[config.mk]
export PLATFORM = sky130hd
export DESIGN_NAME = fpcvt_seq_ctrl
export DESIGN_NICKNAME = d
export VERILOG_FILES = /design/src/rtl/fpcvt_seq_ctrl.sv
export SDC_FILE = /design/constraint.sdc
export NUM_CORES = 1
export LEC_CHECK = 0
export BUFFER_PORTS_ARGS = -buffer_cell sky130_fd_sc_hd__buf_2
export CAP_MARGIN = 20
export CORE_AREA = 2 2 60 62
export CTS_BUF_LIST = sky130_fd_sc_hd__clkbuf_2 sky130_fd_sc_hd__clkbuf_4 sky130_fd_sc_hd__clkbuf_8
export CTS_CLUSTER_DIAMETER = 50
export CTS_CLUSTER_SIZE = 28
export DETAILED_ROUTE_END_ITERATION = 6
export DIE_AREA = 0 0 62 64
export GPL_TIMING_DRIVEN = 0
export PLACE_DENSITY = 0.77
export REMOVE_ABC_BUFFERS = 1
export SYNTH_ARGS = -nofsm -noshare
export SYNTH_HDL_FRONTEND = slang
export SYNTH_SLANG_ARGS = --single-unit
[constraint.sdc]
create_clock -name clk -period 2.15 [get_ports clk]
set_input_delay 0.43 -clock clk [delete_from_list [all_inputs] [get_ports clk]]
set_output_delay 0.43 -clock clk [all_outputs]
set_load 0.005 [all_outputs]
[src/rtl/fpcvt_seq_ctrl.sv]
// Sequential 12-bit linear to S/E[2:0]/F[3:0] float converter with valid/ready handshakes.
// Define FPCTL_ROUND_EN for round-half-up; otherwise the significand is truncated.
module fpcvt_seq_ctrl (
    input  logic        clk,
    input  logic        rst_n,
    input  logic        in_valid,
    output logic        in_ready,
    input  logic [11:0] D,
    output logic        out_valid,
    input  logic        out_ready,
    output logic        S,
    output logic [2:0]  E,
    output logic [3:0]  F,
    output logic        sat
);

    typedef enum logic [1:0] {
        ST_IDLE  = 2'd0,
        ST_SCAN  = 2'd1,
        ST_ROUND = 2'd2,
        ST_DONE  = 2'd3
    } state_t;

    state_t      state_q, state_d;
    // Magnitude bit 11 is always zero, so only bits 10:0 are kept.
    logic [10:0] mag_q, mag_d;
    logic [2:0]  e_q, e_d;
    logic        sign_q, sign_d;
    logic        satf_q, satf_d;
    logic        s_q, s_d;
    logic [2:0]  exp_q, exp_d;
    logic [3:0]  frac_q, frac_d;
    logic        sat_q, sat_d;

    assign in_ready  = (state_q == ST_IDLE);
    assign out_valid = (state_q == ST_DONE);
    assign S         = s_q;
    assign E         = exp_q;
    assign F         = frac_q;
    assign sat       = sat_q;

    // Next-state and datapath update for the conversion sequence.
    always_comb begin
        state_d = state_q;
        mag_d   = mag_q;
        e_d     = e_q;
        sign_d  = sign_q;
        satf_d  = satf_q;
        s_d     = s_q;
        exp_d   = exp_q;
        frac_d  = frac_q;
        sat_d   = sat_q;
        case (state_q)
            ST_IDLE: begin
                if (in_valid == 1'b1) begin
                    sign_d = D[11];
                    e_d    = 3'd7;
                    if (D == 12'h800) begin
                        mag_d  = 11'h7FF;
                        satf_d = 1'b1;
                    end else if (D[11] == 1'b1) begin
                        // |D| = 2048 - D[10:0], which fits 11 bits once -2048 is excluded.
                        mag_d  = 11'd0 - D[10:0];
                        satf_d = 1'b0;
                    end else begin
                        mag_d  = D[10:0];
                        satf_d = 1'b0;
                    end
                    state_d = ST_SCAN;
                end else begin
                    state_d = ST_IDLE;
                end
            end
            ST_SCAN: begin
                if ((e_q != 3'd0) && (mag_q[10] == 1'b0)) begin
                    mag_d   = {mag_q[9:0], 1'b0};
                    e_d     = e_q - 3'd1;
                    state_d = ST_SCAN;
                end else begin
                    state_d = ST_ROUND;
                end
            end
            ST_ROUND: begin
                s_d = sign_q;
`ifdef FPCTL_ROUND_EN
                if (mag_q[6] == 1'b1) begin
                    if (mag_q[10:7] != 4'hF) begin
                        frac_d = mag_q[10:7] + 4'd1;
                        exp_d  = e_q;
                        sat_d  = satf_q;
                    end else if (e_q != 3'd7) begin
                        frac_d = 4'b1000;
                        exp_d  = e_q + 3'd1;
                        sat_d  = satf_q;
                    end else begin
                        frac_d = 4'hF;
                        exp_d  = 3'd7;
                        sat_d  = 1'b1;
                    end
                end else begin
                    frac_d = mag_q[10:7];
                    exp_d  = e_q;
                    sat_d  = satf_q;
                end
`else
                frac_d = mag_q[10:7];
                exp_d  = e_q;
                sat_d  = satf_q;
`endif
                state_d = ST_DONE;
            end
            ST_DONE: begin
                if (out_ready == 1'b1) begin
                    state_d = ST_IDLE;
                end else begin
                    state_d = ST_DONE;
                end
            end
            default: begin
                state_d = ST_IDLE;
            end
        endcase
    end

    // State, working registers and result registers.
    always_ff @(posedge clk or negedge rst_n) begin
        if (!rst_n) begin
            state_q <= ST_IDLE;
            mag_q   <= 11'd0;
            e_q     <= 3'd0;
            sign_q  <= 1'b0;
            satf_q  <= 1'b0;
            s_q     <= 1'b0;
            exp_q   <= 3'd0;
            frac_q  <= 4'd0;
            sat_q   <= 1'b0;
        end else begin
            state_q <= state_d;
            mag_q   <= mag_d;
            e_q     <= e_d;
            sign_q  <= sign_d;
            satf_q  <= satf_d;
            s_q     <= s_d;
            exp_q   <= exp_d;
            frac_q  <= frac_d;
            sat_q   <= sat_d;
        end
    end

endmodule

Word-level counts from Yosys, hierarchy flattened --
Index checks and enable logic that the tools add are counted.
Storage, ports and cells: register bits 27, output and inout port bits 11
Cells by class: $add $sub $neg 2, eq/ne operators 6, multiplexer cells 13, bitwise logic cells 1, reduce and logical (&&, ||, !) cells 6
Operator list (number):
- $mux 11 | 4
- $pmux 11 s2 | 1
- $eq 12x12->1 const B | 1
- $sub 1x11->11 const A | 1
- $pmux 2 s4 | 1
- $mux 3 | 2
- $pmux 3 s2 | 1
- $eq 2x2->1 const B | 2
- $mux 2 | 2
- $ne 2x2->1 const B | 2
- $reduce_and 3->1 | 1
- $reduce_bool 3->1 | 1
- $sub 3x1->3 const B | 1
- $eq 2x1->1 const B | 1
- $logic_not 2->1 | 1
- $mux 1 | 2
- $reduce_and 2->1 | 1
- $reduce_bool 2->1 | 1
- $logic_and 1x1->1 | 1
- $not 1->1 | 1

Depth between registers and ports, before layout --
Gate-level depths: netlist (run 1).
word-level depth 5, depth in mapped cells 7, gate-level depth less buffers 7

Least setup slack after synthesis (run 1) --
OpenSTA, ideal clock, no wires.
kind input-to-reg, from in D[3], to reg mag_q[10], library setup time 0.066 ns, arrival time 1.577 ns, data required time 2.084 ns, path slack 0.507 ns, stages 4, path buffers 0, cells stage by stage or3_4 or4_1 a31oi_1 a221o_1
On the way: word-level cells in the longest chain between the ends 5
RTL lines:
- start: declaration | line 8 | input logic [11:0] D,
- $sub 1x11->11 | line 63 | mag_d = 11'd0 - D[10:0];
- $mux 11 | line 61 | end else if (D[11] == 1'b1) begin
- $mux 11 (*) | line 58 | if (D == 12'h800) begin
- $mux 11 (*) | line 55 | if (in_valid == 1'b1) begin
- $pmux 11 s2 (*) | line 53 | case (state_q)
- end signal: assignment | line 139 | mag_q <= mag_d;
- end: declaration | line 26 | logic [10:0] mag_q, mag_d;
Mark *: on every way between the ends. The rest lies on a longest branch, timed or not. The select of a mux whose other input is x is not followed. A chain may end at the register's enable or synchronous reset.

Worst setup path after layout (run 1) --
from reg state_q[1], to reg mag_q[6]
On the way: word-level cells in the longest chain between the ends 3
RTL lines:
- start: declaration | line 24 | state_t state_q, state_d;
- start signal: assignment | line 138 | state_q <= state_d;
- $eq 2x1->1 or $logic_not 2->1 (tied branches) | line 53
- $ne 2x2->1 (no source line) or $reduce_bool 2->1 (tied branches)
- $reduce_and 3->1 (no source line)
Several ways; a longest one is shown, not always the timed one.

==> flow_results.org, run 1 <==
** Run status
- Result of the run :: finished, final reports clean

** Worst setup path
- Crit start category :: flip-flop
- At the worst endpoint, the required time is between 2000 and 2500 ps.
- WP buf/inv :: 0
- Max stage delay on crit path :: between 400 and 500 ps
- The slowest stage of the critical path belongs to the cell sky130_fd_sc_hd__a211oi_4.
- Kind of end point of the critical path :: flip-flop
- Worst-path fanout max :: 22
- The critical path is of the reg2reg type.
- Grouping stages by cell kind, the critical path spends the most delay in compound AO/OA/AOI/OAI gates.
- Walking the worst path, the cells encountered are nand2b_1 > a211oi_4 > a21oi_4 > o31ai_1.
- At the worst endpoint, the arrival time is ~2100 ps.

** Layout
- Final Net Count :: about 180
- Relative to the synthesized area, the layout overhead comes to 14.2%.
- After the flow finishes, the layout carries non-filler instances totaling approximately 210.
- In the layout the commonest cells are 27 x sky130_fd_sc_hd__dfrtp_1, 26 x sky130_fd_sc_hd__buf_2, 18 x sky130_fd_sc_hd__nand2_1, 10 x sky130_fd_sc_hd__o21ai_1.
- Most common cell after layout, fill and taps aside :: sky130_fd_sc_hd__dfrtp_1
- Antenna diode count :: 0
- Cells with a size suffix above 1 make up 25.3% of the layout.

** GRT
- Pin count of the biggest net entering global routing :: 28
- Antenna violations before repair :: 0
- The number of global-route vias before repair is 1058.
- Total congestion overflow after global routing :: 0
- Global-route usage over all layers :: 15.3%
- The first global-routing pass estimated ~4700 um of wire.

** Timing
- For the pin with the worst max-slew slack, the measured transition is ~590 ps.
- Max Freq :: about 0.53 GHz
- Setup repair after global routing left no endpoint under its margin.
- Number of setup violations in the final report :: 0
- The number of pins exceeding their max-slew limit in the final report came to 0.
- The worst pin sits at a relative slew slack of about three fifths.
- Min cycle time layout :: around 1900 ps
- Setup slack on the critical path of the routed design comes to 271 ps.
- Part of the cycle the worst path needs :: slightly below 90%
- Worst slack on hold paths :: around 96 ps
- Number of hold-slack violations in the final timing report :: 0
- Total Negative Setup Slacks :: 0 ps
- Worst clock skew on the final layout :: roughly 4.3 ps

** CTS
- Clock network latency to the later pin of the worst-skew pair :: 310 ps
- The root buffer cell chosen for the clock tree is sky130_fd_sc_hd__clkbuf_4.
- Clock edge transition at the registers on the reported setup and hold paths :: around 140 ps
- CTS tree :: done
- For this design, the sink count on the clock tree is 27.
- Number of buffers on the longest clock path :: 2
- In this run the number of H-tree levels came out at 1.
- Cts bufs inserted :: 3
- Hold bufs inserted after CTS :: 0

** Synth
- In this run the cell area of the synthesized design comes to 1420 sq um.
- Of all cell types, the one taking the most synthesized area is sky130_fd_sc_hd__dfrtp_1.
- Largest cells by area after synthesis :: sky130_fd_sc_hd__dfrtp_1 47%, sky130_fd_sc_hd__nand2_1 4.7%, sky130_fd_sc_hd__o2bb2ai_1 3.7%, sky130_fd_sc_hd__o21ai_1 3.5%, sky130_fd_sc_hd__mux2_1 3.2%
- After synthesis, the share of flip-flops with an asynchronous set or reset is 100%.
- Most used DFF post-synth :: sky130_fd_sc_hd__dfrtp_1
- For this run, the number of Yosys warnings is 0.
- The netlist uses 38 different library cells.
- Each instance of the synthesized netlist takes up on average between 10 and 15 sq um.
- After technology mapping, the gate count stands at between 100 and 150.
- In this run, synthesis produced a sequential element count of 27.
- Fraction of the yosys area taken by sequential cells :: between 40 and 50%
- After synthesis, the largest area contributor takes up between 40 and 50% of total cell area.
- Number of flops mapped to enable cells by yosys :: 0

** Floorplan
- Num ports :: 27
- The initialized floorplan defines 21 standard-cell rows.
- Effective utilization at floorplan :: a little over two fifths
- Area of the core :: 3280 sq um
- The die is 62 um wide.
- The die covers around 4000 sq um.
- Measured along the y axis, the die boundary spans ~64 um.

** Drt
- Iter 0 DRT Violations :: 36
- After detailed routing, the number of vias per cell comes to between 5 and 6.
- Number of antenna-violating nets in the routed design :: 0
- Drc violations :: 0
- Via total after detailed routing :: 1085
- After detailed routing, the total wire length is between 2000 and 3000 um.
- The first detailed-routing pass ran for 4 iterations.
- Dividing the detail-routed wire length by the instance count gives 13.0 um.

** Hold path
- Min-delay worst type :: in2async

** Placement
- Including well taps, the total number of placed cells is between 200 and 250.
- Placer congestion estimate :: around 0.9
- PortBufs :: 26
- Prior to clock tree synthesis, the placed netlist has a worst setup slack of 54.9 ps.
- Once detailed placement completed, the half-perimeter wirelength came to roughly 2100 um.

** Power and ir drop
- Peak VDD IR :: ~0.38 mV
- Dividing total power by cell area gives a power density of ~1200 nW/um^2.
- For this design the static power due to leakage is 0.000764 uW.

** Flow run
- Max-cap violation count :: 0
-- final cells by class --
| cell class | instances | area (sq um) |
|---|---|---|
| clock buffers | 4 | 30.0 |
| repair buffers | 26 | 130 |
| flip-flops and latches | 27 | 676 |
| fillers | 327 | 1660 |
| inverters | 6 | 22.5 |
| multi-input cells | 99 | 709 |
| well taps | 46 | 57.6 |
-- stage by stage --
stage                     utilization [%]  power, uW  cell area, sq um
final                                49.5       1970              1630
after floorplan                         -       1470              1400
after global routing                 49.5       2170              1630
after CTS                            49.3       1990              1620
after detailed placement             48.3       1760              1590
after global placement               48.3       1720              1590
-- layer usage --
layer / up-vias / global-route usage (%) / part of all wire, % / wire length [um]
met3: 0 / 2.83 / 5.1 / 138
met1: 517 / 21.8 / 46 / 1240
met4: 0 / 2.39 / 0 / 0
met5: - / 0 / 0 / 0
met2: 26 / 24.2 / 49 / 1320
li1: 542 / - / - / -
-- where the power goes --
group          switching, uW  internal, uW
combinational            479           378
clock                    140          85.0
sequential               143           742
total                    761          1200
-- cell usage after synthesis, drive strengths merged, types with 3 or more instances --
library cell,n
xor2,5
nand2b,3
inv,6
or3,3
ha,3
o31ai,3
nand2,18
nor2,6
buf,3
o2bb2ai,6
dfrtp,27
a21oi,6
mux2i,3
o21ai,15
mux2,7
-- final timing paths --
| kind | to | slack, ps | cells after the start | startpoint |
|---|---|---|---|---|
| setup / recovery | mag_q[6] | 270 | 4 | state_q[1] |
| min in group clk | state_q[1] | 290 | 2 | out_ready |
| max in group asynchronous | mag_q[3] | 1670 | 1 | rst_n |
| hold reg to reg | E[1] | 500 | 2 | E[1] |
| setup reg to reg | mag_q[6] | 270 | 4 | state_q[1] |
| hold / removal | F[2] | 100 | 1 | rst_n |
-- cell families (layout without fill, tap and decap cells) --
family	count (synthesis)	count (layout)	share of synthesized area, %
and+or+nand+nor	40	40	15.7
AOI/OAI and AO/OA	39	39	19.1
DFF	27	27	47.5
buffers and inverters	11	36	3.17
muxes	10	10	7.65
xor gates and xnor gates	7	7	4.31
adders and majority gates	3	3	2.64
-- repair_timing --
action | 4_1_cts | 5_1_grt
resized for setup | 0 | 1
setup buffers | 0 | 0
setup endpoints to repair | 0 | 13
-- sequential cells by signal, summed over array words and instances (netlist names) --
register,count
E,3
F,4
S,1
e_q,3
mag_q,11
sat,1
satf_q,1
sign_q,1
state_q,2
Power figures use the tool's default switching activity.
==> run 2: changes to the inputs <==
- RECOVER_POWER: not set -> 25
==> flow_results.org, run 2 (synthesis gave the netlist of run 1 again) <==
** CTS
- Cts bufs inserted :: 3 (unchanged)
- Number of buffers on the longest clock path :: 2 (unchanged)
- CTS tree :: done
- The cts-stage hold buffer count came to 0 (unchanged).
- The clock latency on the worst-skew pair came to 310 ps (about the same).
- The clock sink count came to 27 (unchanged).
- Clock edge transition at the registers on the reported setup and hold paths :: 130 ps (about the same)
- CTS root buffer :: sky130_fd_sc_hd__clkbuf_4
- Number of H-tree levels :: 1 (unchanged)

** Timing
- The timing-limited maximum frequency was 0.532 GHz (unchanged).
- Total Negative Setup Slacks :: 0 ps (unchanged)
- Min cycle time layout :: 1880 ps (unchanged)
- The share of the clock period used by the worst path was 87.4% (unchanged).
- The worst slack on hold paths came to 293 ps (+196 ps).
- Rel. slew slack :: 5.52% (-55 points)
- The number of setup violations in the final report was 0 (unchanged).
- The slew of the pin with the lowest slew margin came to 1420 ps (+824 ps).
- Setup repair after global routing left no endpoint under its margin.
- The clock skew was 4.34 ps (unchanged).
- Number of hold-slack violations in the final timing report :: 0 (unchanged)
- The number of pins exceeding their max-slew limit in the final report was 0 (unchanged).

** Hold path
- Min-delay worst type :: in2reg

** Floorplan
- Die Area :: 3970 sq um (unchanged)
- The overall die height came to 64 um (unchanged).
- Num ports :: 27 (unchanged)
- Area of the core :: 3280 sq um (unchanged)
- Effective utilization at floorplan :: 43.3% (unchanged)
- The row count is 21 (unchanged).
- DIE WIDTH :: 62 um (unchanged)

** GRT
- Antenna violations before repair :: 0 (unchanged)
- First-pass GRT wire length :: 4660 um (unchanged)
- The overall overflow remaining after global route was 0 (unchanged).
- The all-layer global routing usage came to 15.3% (unchanged).
- Number of global-route vias before repair :: 1058 (unchanged)
- Pin count of the biggest net entering global routing :: 28 (unchanged)

** Layout
- The number of antenna repair diodes is 0 (unchanged).
- Register containing the most flip-flops in the final layout :: mag_q
- Most common cell after layout, fill and taps aside :: sky130_fd_sc_hd__dfrtp_1
- Finished layout cell area :: 1620 sq um (about the same)
- The share of the core filled with cells came to 49.4% (about the same).
- Area of the multi-input gates :: 709 sq um (unchanged)
- Syn-to-layout area delta :: 14.2% (about the same)
- In the layout the commonest cells are 27 x sky130_fd_sc_hd__dfrtp_1, 25 x sky130_fd_sc_hd__buf_2, 18 x sky130_fd_sc_hd__nand2_1, 10 x sky130_fd_sc_hd__o21ai_1.
- The number of fill cells is 328 (+0.31%).
- The fraction of layout instances using a drive strength above 1 was 24.7% (-0.62 points).
- Final Net Count :: 182 (unchanged)
- The flip-flop count of the largest register, all copies and words added is 11 (unchanged).
- The storage element area was 676 sq um (unchanged).

** Drt
- The aggregate routed wire length is 2690 um (about the same).
- Via total after detailed routing :: 1085 (unchanged)
- Via count normalized by instance count :: 5.22 (unchanged)
- The residual antenna-violating net count after detailed routing was 0 (unchanged).
- The DRC violation count after routing was 0 (unchanged).
- Total iterations of the first detailed-routing run :: 4 (unchanged)
- The average routed wire per standard cell is 12.9 um (about the same).
- Iter 0 DRT Violations :: 36 (unchanged)

** Worst setup path
- Signal arrival time at the worst endpoint :: 2110 ps (about the same)
- The critical path required time is 2380 ps (about the same).
- Crit start category :: flip-flop
- The maximum fanout along the worst path was 22 (unchanged).
- The worst setup path is captured at a flip-flop.
- By startpoint and endpoint, the worst setup path is classified as reg2reg.

** Placement
- The cell area reported after detailed placement was 1590 sq um (unchanged).
- The count of port buffers added during placement is 26 (unchanged).
- HPWL after detailed placement :: 2080 um (unchanged)
- Placer congestion estimate :: 0.890 (unchanged)

** Flow run
- The reported max-cap violation count is 0 (unchanged).

** Power and ir drop
- Total design power :: 1970 uW (about the same)
- The static power due to leakage was 0.000761 uW (-0.36%).
- The power per cell area is 1210 nW/um^2 (about the same).
- The worst ir drop on vdd came to 0.378 mV (about the same).

** Run status
- The run finished with clean final reports.
-- run 2: cell types whose count changed in the layout (fill, tap and decap cells not counted), sizes merged --
cell,before,now
buf,26,25
clkbuf,4,5
-- run 2: worst max-delay path: stages (launching register included) --
cell                       delay [ps]
sky130_fd_sc_hd__dfrtp_1          460
sky130_fd_sc_hd__nand2b_1         390
sky130_fd_sc_hd__a211oi_4         480
sky130_fd_sc_hd__a21oi_4          170
sky130_fd_sc_hd__o31ai_1          280
-- run 2: worst paths after layout --
kind / from / end / slack, ps / cells past startpoint
max: state_q[1] / mag_q[6] / 270 / 4
min: out_ready / state_q[1] / 290 / 2
max reg2reg: state_q[1] / mag_q[6] / 270 / 4
min reg2reg: E[1] / E[1] / 500 / 2
max in group asynchronous: rst_n / mag_q[3] / 910 / 1
min in group asynchronous: rst_n / F[2] / 420 / 1
-- run 2: layout make-up --
class                      count  area share (%)
tap                           46            3.54
timing repair buffer          26            7.94
inverter                       6            1.39
sequential                    27            41.6
clock buffer                   4            1.85
multi-input combinational     99            43.7
-- run 2: routing by layer --
metal  routed length (um)  vias to the layer above  track usage [%]
li1                     -                      542                -
met1                 1240                      517             21.8
met2                 1320                       26             24.2
met3                  138                        0             2.83
met4                    0                        0             2.39
met5                    0                        -                0
-- run 2: through the flow --
stage	worst slack [ps]	cells
global placement	112	204
finish	271	208
CTS	15.6	208
floorplan	464	132
detailed placement	54.9	204
global route	60.9	208
-- run 2: where the power goes --
part	switching, uW	leakage [uW]	internal [uW]
Sequential	143	0.000323	742
Clock	140	0.0000184	85.0
Combinational	478	0.000419	378
-- run 2: what timing repair did --
action / in CTS / in global routing
buffers inserted: 0 / 0
hold endpoints to repair: 0 / 0
endpoints found under the setup margin: 0 / 13
resized for setup: 0 / 1
==> run 3: changes to the inputs <==
- CELL_PAD_IN_SITES_DETAIL_PLACEMENT: not set -> 0
- CELL_PAD_IN_SITES_GLOBAL_PLACEMENT: not set -> 2
- CORE_AREA: 2 2 60 62 -> 2 2 66 68
- DIE_AREA: 0 0 62 64 -> 0 0 68 70
- PLACE_DENSITY: 0.77 -> 0.92
- SETUP_SLACK_MARGIN: not set -> 0.5
==> flow_results.org, run 3 (synthesis gave the netlist of run 1 again) <==
** Run status
- Result of the run :: finished, final reports clean

** Power and ir drop
- Net Sw Frac :: 38.8% (+0.086 points)
- Peak VDD IR :: 0.412 mV (+8.9%)
- Leakage power :: 0.000789 uW (+3.7%)
- Clock Power Share :: 14.1% (+2.6 points)
- Sequential share of power :: 42.4% (-2.6 points)
- Reported net switching power :: 818 uW (+7.4%)
- Total design power :: 2110 uW (+7.2%)
- The logic gate share of total power was 43.6% (about the same).
- The power per cell area was 1240 nW/um^2 (+2.4%).
- Design internal power :: 1290 uW (+7.0%)

** Drt
- The aggregate routed wire length was 3120 um (+16%).
- Post-detailed-route wirelength per cell :: 14.4 um (+11%)
- The via count is 1111 (+2.4%).
- The number of DRC markers in iteration 0 came to 40 (+11%).
- Via count normalized by instance count :: 5.12 (-1.9%)
- The number of search-and-repair iterations in the first detailed-routing pass was 4 (unchanged).
- Number of antenna-violating nets in the routed design :: 0 (unchanged)
- The DRC violation count after routing is 0 (unchanged).

** Floorplan
- Num ports :: 27 (unchanged)
- The overall die height was 70 um (+9.4%).
- Number of standard-cell rows in the floorplan :: 24 (+14%)
- The effective utilization at floorplan came to 34.3% (-9.0 points).
- The overall die area was 4760 sq um (+20%).
- Area of the core :: 4140 sq um (+26%)
- DIE WIDTH :: 68 um (+9.7%)

** Worst setup path
- The data arrival time of the critical path is 1830 ps (-280 ps).
- Worst Path Class, Setup :: reg2reg
- Crit start category :: flip-flop
- Kind of end point of the critical path :: flip-flop
- The maximum fanout along the worst path is 10 (-55%).
- The critical path required time is 2300 ps (-80 ps).

** Timing
- Min cycle time layout :: 1680 ps (-202 ps)
- Worst clock skew on the final layout :: 1.79 ps (-2.56 ps)
- The slew of the pin with the lowest slew margin is 1460 ps (+39.1 ps).
- Rel. slew slack :: 2.91% (-2.6 points)
- The number of endpoints with negative hold slack in the final report is 0 (unchanged).
- Max Freq :: 0.597 GHz (+12%)
- Worst slack on hold paths :: 344 ps (+51.1 ps)
- The share of the clock period used by the worst path came to 78.0% (-9.4 points).
- Setup repair after global routing could not meet its margin everywhere.
- The number of pins exceeding their max-slew limit in the final report is 0 (unchanged).
- Total Negative Setup Slacks :: 0 ps (unchanged)
- Number of setup violations in the final report :: 0 (unchanged)

** Layout
- Fill cell count :: 423 (+29%)
- Register containing the most flip-flops in the final layout :: mag_q
- The flip-flop count of the largest register, all copies and words added was 11 (unchanged).
- Post-route non-filler standard cell count :: 217 (+4.3%)
- Syn-to-layout area delta :: 19.5%
- The fraction of layout instances using a drive strength above 1 is 27.9% (+3.2 points).
- The number of antenna repair diodes is 0 (unchanged).
- Final Util :: 41.0% (-8.4 points)
- Final Net Count :: 185 (+1.6%)
- Most common cell after layout, fill and taps aside :: sky130_fd_sc_hd__dfrtp_1
- The storage element area came to 676 sq um (unchanged).
- Leaving out fill and tap cells, the most frequent cells in the layout are 27 x sky130_fd_sc_hd__dfrtp_1, 24 x sky130_fd_sc_hd__buf_2, 18 x sky130_fd_sc_hd__nand2_1, 10 x sky130_fd_sc_hd__o21ai_1.
- The area taken by multi-input logic gates came to 742 sq um (+4.6%).

** CTS
- TritonCTS built the clock tree.
- The CTS H-tree depth is 1 (unchanged).
- The clock-pin slew of the registers on the worst-case setup and hold paths was 90 ps (-40 ps).
- The maximum root-to-sink buffer count came to 2 (unchanged).
- Number of clock sinks seen by CTS :: 27 (unchanged)
- Cts bufs inserted :: 3 (unchanged)
- CTS root buffer :: sky130_fd_sc_hd__clkbuf_8
- Hold bufs inserted after CTS :: 0 (unchanged)
- Clock network latency to the later pin of the worst-skew pair :: 270 ps (-40 ps)

** GRT
- Number of global-route vias before repair :: 1070 (+1.1%)
- The all-layer global routing usage is 13.6% (-1.7 points).
- Pin count of the biggest net entering global routing :: 28 (unchanged)
- The initial antenna violation count came to 0 (unchanged).
- First-pass GRT wire length :: 4900 um (+5.2%)
- The overall overflow remaining after global route is 0 (unchanged).

** Placement
- The post-detailed-placement half-perimeter wirelength came to 2220 um (+6.6%).
- DP Cell Count :: 210 (+2.9%)
- The final RePlAce weighted congestion was 0.875 (-1.7%).
- The count of port buffers added during placement was 26 (unchanged).

** Hold path
- The path class of the tightest hold or removal check is in2reg.

** Flow run
- The reported max-cap violation count is 0 (unchanged).
==> run 3: final timing paths <==
kind                       slack, ps    endpoint  startpoint  cells after the start
max                              470      e_q[2]  state_q[1]                      5
min                              340  state_q[1]   out_ready                      2
max reg2reg                      470      e_q[2]  state_q[1]                      5
min reg2reg                      490      sign_q      sign_q                      2
max in group asynchronous        810        F[0]       rst_n                      1
min in group asynchronous        490        E[1]       rst_n                      1
==> run 3: timing repair <==
action / CTS / global route
pin swaps: 2 / 0
endpoints found under the hold margin: 0 / 0
cloned: 0 / 1
setup buffers: 2 / 0
gates resized for setup: 5 / 3
endpoints found under the setup margin: 14 / 15
==> run 3: cell type report <==
type / count / share of cell area, %
Clock buffer: 4 / 2.87
Inverter: 6 / 1.32
Multi-Input combinational cell: 100 / 43.6
Sequential cell: 27 / 39.7
Tap cell: 52 / 3.83
Timing Repair Buffer: 28 / 8.61
==> run 3: power by group through the flow <==
stage	combinational, uW	sequential, uW	clock (uW)
after floorplan	597	878	0
after global placement	832	892	0
after detailed placement	858	905	0
after CTS	893	894	308
after global routing	1040	925	335
final	918	893	296
==> run 3: per-layer routing <==
layer	share of wire (%)	up-vias	global-route usage [%]
li1	-	546	-
met1	50	532	19.5
met2	44	28	20.2
met3	4.7	5	2.74
met4	1.2	0	4.67
met5	0	-	0
==> run 3: worst max-delay path, stage by stage, from the launching register on <==
cell,delay [ps]
sky130_fd_sc_hd__dfrtp_1,450
sky130_fd_sc_hd__nand2b_2,340
sky130_fd_sc_hd__a211oi_4,340
sky130_fd_sc_hd__buf_4,200
sky130_fd_sc_hd__and3_1,160
sky130_fd_sc_hd__o21ai_1,60
==> run 3: stage by stage <==
step | instance area (sq um) | setup WS (ps)
after floorplan | 1400 | 464
after global placement | 1600 | 62.4
after detailed placement | 1600 | 48.7
after CTS | 1680 | 456
after global routing | 1700 | 392
final | 1700 | 474
